## config.mk

```make
export PLATFORM = sky130hd
export DESIGN_NAME = mem_port_arbiter
export DESIGN_NICKNAME = d
export VERILOG_FILES = /design/src/rtl/riscv_mem_pkg.sv /design/src/rtl/mem_rr_select.sv /design/src/rtl/mem_port_arbiter.sv
export SDC_FILE = /design/constraint.sdc
export NUM_CORES = 1
export LEC_CHECK = 0
export ABC_CLOCK_PERIOD_IN_PS = 1500
export BUFFER_PORTS_ARGS = -buffer_cell sky130_fd_sc_hd__buf_2
export CORE_AREA = 2 2 108 110
export DETAILED_ROUTE_END_ITERATION = 16
export DIE_AREA = 0 0 110 112
export PLACE_DENSITY = 0.5
export RECOVER_POWER = 25
export REMOVE_ABC_BUFFERS = 1
export SYNTH_ARGS = -nofsm -noshare
export SYNTH_HDL_FRONTEND = slang
export SYNTH_HIERARCHICAL = 1
export SYNTH_SLANG_ARGS = --single-unit
```

## constraint.sdc

```tcl
create_clock -name clk -period 1.5 [get_ports clk]
set_input_delay 0.3 -clock clk [delete_from_list [all_inputs] [get_ports clk]]
set_output_delay 0.3 -clock clk [all_outputs]
set_load 0.03 [all_outputs]
```

## src/rtl/riscv_mem_pkg.sv

```systemverilog
// Shared types and constants for the memory-port arbitration logic.
// Latency: n/a (declarations only).
// Backpressure: n/a.
package riscv_mem_pkg;

  // Default refill burst length in words
  localparam int DEFAULT_BLOCK_WORDS = 4;
  localparam int BEAT_W = $clog2(DEFAULT_BLOCK_WORDS);

  typedef enum logic [1:0] {
    IDLE    = 2'd0,
    I_BURST = 2'd1,
    D_XFER  = 2'd2
  } mem_arb_state_t;

  typedef enum logic {
    INSTR = 1'b0,
    DATA  = 1'b1
  } mem_grant_t;

endpackage

```

## src/rtl/mem_rr_select.sv

```systemverilog
// Two-way round-robin pick between instruction refill and data requests.
// Latency: purely combinational.
// Backpressure: none; the caller decides when the pick is consumed.
module mem_rr_select
  import riscv_mem_pkg::*;
(
  input  logic       i_req,
  input  logic       d_req,
  input  mem_grant_t last_grant,
  output logic       grant_vld,
  output mem_grant_t grant_side
);

  // A lone requester wins outright; on a tie the side not served last wins
  always_comb begin
    grant_vld  = i_req | d_req;
    grant_side = INSTR;
    if (i_req && d_req) begin
      grant_side = (last_grant == INSTR) ? DATA : INSTR;
    end else if (d_req) begin
      grant_side = DATA;
    end
  end

endmodule

```

## src/rtl/mem_port_arbiter.sv

```systemverilog
// Shares the main-memory port between I-cache refill bursts and single data accesses.
// Latency: request seen in IDLE -> MemReq next cycle; one IDLE cycle after every completion.
// Backpressure: MemReq and its fields hold until MemAck; grant held for a whole transaction.
module mem_port_arbiter
  import riscv_mem_pkg::*;
#(
  parameter int  WIDTH       = 32,
  parameter int  BLOCK_WORDS = DEFAULT_BLOCK_WORDS,
  localparam int BEAT_WIDTH  = $clog2(BLOCK_WORDS)
) (
  input  logic                  clk,
  input  logic                  reset,
  // instruction refill side
  input  logic                  IReq,
  input  logic [WIDTH-1:0]      IAddr,
  output logic                  IRdValid,
  output logic [WIDTH-1:0]      IRdData,
  output logic [BEAT_WIDTH-1:0] IBeat,
  output logic                  IDone,
  // data side
  input  logic                  DReq,
  input  logic                  DWe,
  input  logic [WIDTH-1:0]      DAddr,
  input  logic [WIDTH-1:0]      DWData,
  input  logic [3:0]            DBe,
  output logic [WIDTH-1:0]      DRdData,
  output logic                  DDone,
  // memory side
  output logic                  MemReq,
  output logic                  MemWe,
  output logic [WIDTH-1:0]      MemAddr,
  output logic [WIDTH-1:0]      MemWData,
  output logic [3:0]            MemBe,
  input  logic                  MemAck,
  input  logic [WIDTH-1:0]      MemRdData
);

  localparam logic [BEAT_WIDTH-1:0] LAST_BEAT = BEAT_WIDTH'(BLOCK_WORDS - 1);

  mem_arb_state_t        state_q, state_d;
  mem_grant_t            last_grant_q, last_grant_d;
  logic [BEAT_WIDTH-1:0] beat_q, beat_d;

  logic       grant_vld;
  mem_grant_t grant_side;

  // Refill bursts are block aligned, so the in-block offset of IAddr is never used
  logic unused_iaddr_lo;
  assign unused_iaddr_lo = ^IAddr[BEAT_WIDTH+1:0];

  // Read data fans out to both requesters; the valid/done strobes qualify it
  assign IRdData = MemRdData;
  assign DRdData = MemRdData;

  mem_rr_select u_rr_select (
    .i_req      (IReq),
    .d_req      (DReq),
    .last_grant (last_grant_q),
    .grant_vld  (grant_vld),
    .grant_side (grant_side)
  );

  // Next-state, beat counter and memory-port muxing; everything is forced quiet under reset
  always_comb begin
    state_d      = state_q;
    last_grant_d = last_grant_q;
    beat_d       = beat_q;
    MemReq       = 1'b0;
    MemWe        = 1'b0;
    MemAddr      = '0;
    MemWData     = '0;
    MemBe        = 4'h0;
    IRdValid     = 1'b0;
    IBeat        = '0;
    IDone        = 1'b0;
    DDone        = 1'b0;
    if (!reset) begin
      case (state_q)
        IDLE: begin
          if (grant_vld) begin
            state_d      = (grant_side == INSTR) ? I_BURST : D_XFER;
            last_grant_d = grant_side;
            beat_d       = '0;
          end
        end
        I_BURST: begin
          MemReq  = 1'b1;
          MemBe   = 4'hF;
          MemAddr = {IAddr[WIDTH-1:BEAT_WIDTH+2], beat_q, 2'b00};
          IBeat   = beat_q;
          if (MemAck) begin
            IRdValid = 1'b1;
            if (beat_q == LAST_BEAT) begin
              IDone   = 1'b1;
              beat_d  = '0;
              state_d = IDLE;
            end else begin
              beat_d = beat_q + 1'b1;
            end
          end
        end
        D_XFER: begin
          MemReq   = 1'b1;
          MemWe    = DWe;
          MemAddr  = DAddr;
          MemWData = DWData;
          MemBe    = DBe;
          if (MemAck) begin
            DDone   = 1'b1;
            state_d = IDLE;
          end
        end
        default: state_d = IDLE;
      endcase
    end
  end

  // State, last-grant and beat registers with synchronous reset
  always_ff @(posedge clk) begin
    if (reset) begin
      state_q      <= IDLE;
      last_grant_q <= INSTR;
      beat_q       <= '0;
    end else begin
      state_q      <= state_d;
      last_grant_q <= last_grant_d;
      beat_q       <= beat_d;
    end
  end

endmodule

```

==> impl.org <==
** Status
- Run status :: finished with violations
- Violated checks :: setup timing

** STA
- Across the routed clock network, the largest skew measured is approximately 0.0011 ns.
- Setup violations remaining at the end of the flow were counted as between 70 and 80.
- Maximum clock frequency :: roughly 0.56 GHz
- Adding up every negative setup slack in the final design gives -17.49 ns.
- The count of final hold-check violations is 0.
- The number of slew-limit violations in the final report is 0.
- Worst Setup Slack, final :: -0.283 ns
- At the pin with the least slew margin, the transition time is just under 0.3 ns.
- Max_slew headroom :: 80.4%
- Post-route fraction of the period consumed by the critical path :: 119%
- Time the final worst path needs with I/O delays and setup :: roughly 1.8 ns
- Setup repair after global routing could not meet its margin everywhere.

** Detailed routing
- The routed layout has around 2100 vias.
- In the final routed layout, each cell accounts on average for around 17 um.
- The detailed router finished its first iteration with 62 violations.
- Remaining number of nets flagged by the antenna check after routing :: 0
- The first detailed-routing pass ran for 4 iterations.
- Post-detailed-route via-to-cell ratio :: roughly 4.3
- Summed over all layers, the routed wires come to between 8000 and 9000 um.
- DRC violations left :: 0

** Final layout
- Fillcell total :: 1185
- The number of antenna diodes in the final layout is 0.
- Fraction of final layout cells sized beyond drive strength 1 :: between 70% and 80%
- Relative to the synthesized area, the layout overhead comes to 84.2%.
- Measured on the finished design, the core utilization comes to approximately a quarter.
- Net count of the finished layout :: 492

** Synthesis
- Synthesized cell area :: 1590 um^2
- Cell types occupying the most area after synthesis :: buf_4 (31%), and2_1 (15%), a22oi_1 (14%)
- Summed over its instances, the top area cell type makes up approximately 31% of the synthesized netlist area.
- For this run, the number of Yosys warnings is 6.
- The synthesized design spends more area on one cell type than any other, namely buf_4.
- Synthesized instance count :: ~230
- Of the synthesized area, sequential elements account for about 6.3%.
- In this run, synthesis inferred 0 flip-flops with an integrated enable.
- By instance count, the leading cell after synthesis is buf_4.
- Post-Syn Area per Cell :: slightly below 7 um^2
- Fraction of registers with async set or reset after synthesis :: 0%
- #FFs+latches synth :: 5
- In the synthesized netlist the dominant register cell turns out to be dfxtp_1.
- After synthesis, the most frequently instantiated cells are buf_4 (66), and2_1 (37), nor2_1 (35).
- In this run, distinct cell masters in the synthesized netlist total 29.

** Global routing
- Met1 track demand over resource in global routing :: between 10% and 20%
- Global routing's busiest layer :: met2
- Via count of the first global-routing pass :: between 1500 and 2000
- In the global route stage, met2 resource usage came out at between 10% and 20%.
- Initial antenna violation count :: 0
- The first global-routing pass estimated about 11000 um of wire.
- GRT met3 Usage :: 11.6%
- Global routing used about an eighth of the available tracks.
- Summed over all layers, the global routing overflow is 0.
- Pin count of the biggest net entering global routing :: 33

** Power
- Summed over all cells, the static leakage comes to around 1.4 nW.
- Max VDD drop :: between 0.5 and 0.6 mV
- For this design the ratio of total power to cell area is around 910 nW/um^2.

** Worst setup path
- STA classifies the critical path endpoint as an output pin.
- The signal on the critical path passes through inv_6 > ha_4 > nand2b_4 > buf_12 > nor2_1 > buf_4.
- On the worst path, the slowest cell contributes a delay of between 0.3 and 0.4 ns.
- The worst setup path is of the flop to output pin kind.
- The slowest stage of the critical path belongs to the cell dfxtp_4.
- At the worst endpoint, the arrival time is around 1.5 ns.
- Crit path launch type :: flop
- CP max FO :: 17
- Data required time of the critical path :: 1.20 ns

** CTS
- Counting along the longest clock path gives a buffer depth of 2.
- Counting the buffers created by CTS gives 3.
- For this design, the sink count on the clock tree is 5.
- Clock transition at path regs :: 0.03 ns
- At the later pin of the worst-skew pair, clock insertion delay measures ~0.23 ns.
- Number of buffers inserted for hold repair after clock tree synthesis :: 0
- Cell chosen for the clock root :: clkbuf_16
- In this run the number of H-tree levels came out at 1.
- TritonCTS built the clock tree.

** Placed design
- Number of buffers inserted by port buffering :: roughly 180
- Pre-CTS WS :: -0.202 ns
- Routability-driven placement finished with a final weighted congestion of approximately 0.75.
- Once detailed placement completed, the half-perimeter wirelength came to approximately 6500 um.

** Floorplan
- The initial utilization of the core area, before any placement, comes to between 10% and 20%.
- Die Height :: 112 um
- The die covers approximately 12000 um^2.
- Area of the core region :: between 10000 and 15000 um^2
- between 200 and 300 I/O pins were placed.
- The initialized floorplan defines 39 standard-cell rows.
- Die span in x :: around 110 um

** Worst hold path
- Hold crit path type :: primary input to flop

** Job
- Number of maximum-capacitance violations :: 0
==> repair_timing <==
action / 4_1_cts / 5_1_grt
gates resized for setup: 108 / 78
cloned: 1 / 0
pin swaps: 2 / 4
setup buffers: 0 / 2
setup endpoints to repair: 79 / 79
==> sequential cells by signal, indices dropped and copies added, names as in the netlist <==
name,cells
last_grant_q,1
state_q,2
beat_q,2
==> stage by stage <==
step / cells / power, W / hold WS [ns] / instance area (um^2)
after floorplan: 151 / 0.00108 / 0.369 / 1010
after global placement: 484 / 0.00171 / 0.451 / 2230
after detailed placement: 484 / 0.00174 / 0.456 / 2230
after CTS: 489 / 0.00249 / 0.432 / 2650
after global routing: 491 / 0.00285 / 0.445 / 2930
final: 491 / 0.00267 / 0.425 / 2930
==> power by group <==
part	total, W	leakage [nW]	internal (W)	switching (W)
registers	0.000198	0.0422	0.000167	0.0000318
logic	0.00204	1.32	0.000948	0.00109
clock network	0.000436	0.0382	0.000352	0.0000837
total	0.00267	1.40	0.00147	0.00121
==> cell usage in the layout, fill, tap and decap left out, types with 2 or more instances in the layout <==
master       n
dfxtp_1      3
a22oi_2      4
a22oi_1     26
buf_6       50
buf_12       4
inv_1        2
nand2_1      3
nor2_2      10
and3b_1      2
a21oi_1      7
nand2b_1     2
clkbuf_16    3
buf_4       36
nor2_4       4
o21ai_1      2
ha_4         3
dfxtp_4      2
a311o_1      2
nor2_1      21
and2_1      24
nand2b_4     2
nand3_1      2
and2_4      13
buf_2      101
==> metal layers <==
metal	vias up	share of wire, %
li1	937	-
met1	926	37
met2	247	39
met3	6	23
met4	4	0.34
met5	-	1.3
==> logic make-up (layout without fill, tap and decap cells) <==
kind of cell	after synthesis	in the layout	share of synthesized area (%)
multiplexers	2	2	1.34
buffers and inverters	85	201	37.2
AO/OA/AOI/OAI	45	45	21.2
flip-flops	5	5	6.29
adder cells (fa/ha/maj)	5	5	3.93
AND/OR/NAND/NOR	90	90	30.0
==> worst max-delay path, delay by kind of cell (launching register included) <==
kind          cells  cell delay, ns
buf+inv           3            0.39
flops             1            0.37
fa+ha+maj         1            0.27
simple gates      2            0.21
==> path summary, 6_finish.rpt <==
check                from      endpoint  slack [ns]  cells past startpoint
min                  IReq    state_q[1]        0.43                      4
max reg2reg    state_q[0]    state_q[0]        0.02                      7
max            state_q[1]   MemAddr[12]       -0.28                      6
min reg2reg  last_grant_q  last_grant_q        0.46                      2
==> area by class of cell <==
class / count / area [um^2] / share of cell area (%)
Inverter: 4 / 22.5 / 0.769
Timing Repair Buffer: 193 / 1460 / 49.9
Multi-Input combinational cell: 142 / 1080 / 36.9
Clock buffer: 4 / 78.8 / 2.69
Tap cell: 143 / 179 / 6.11
Sequential cell: 5 / 108 / 3.67
Note: power is estimated with default switching activity, not from simulation.
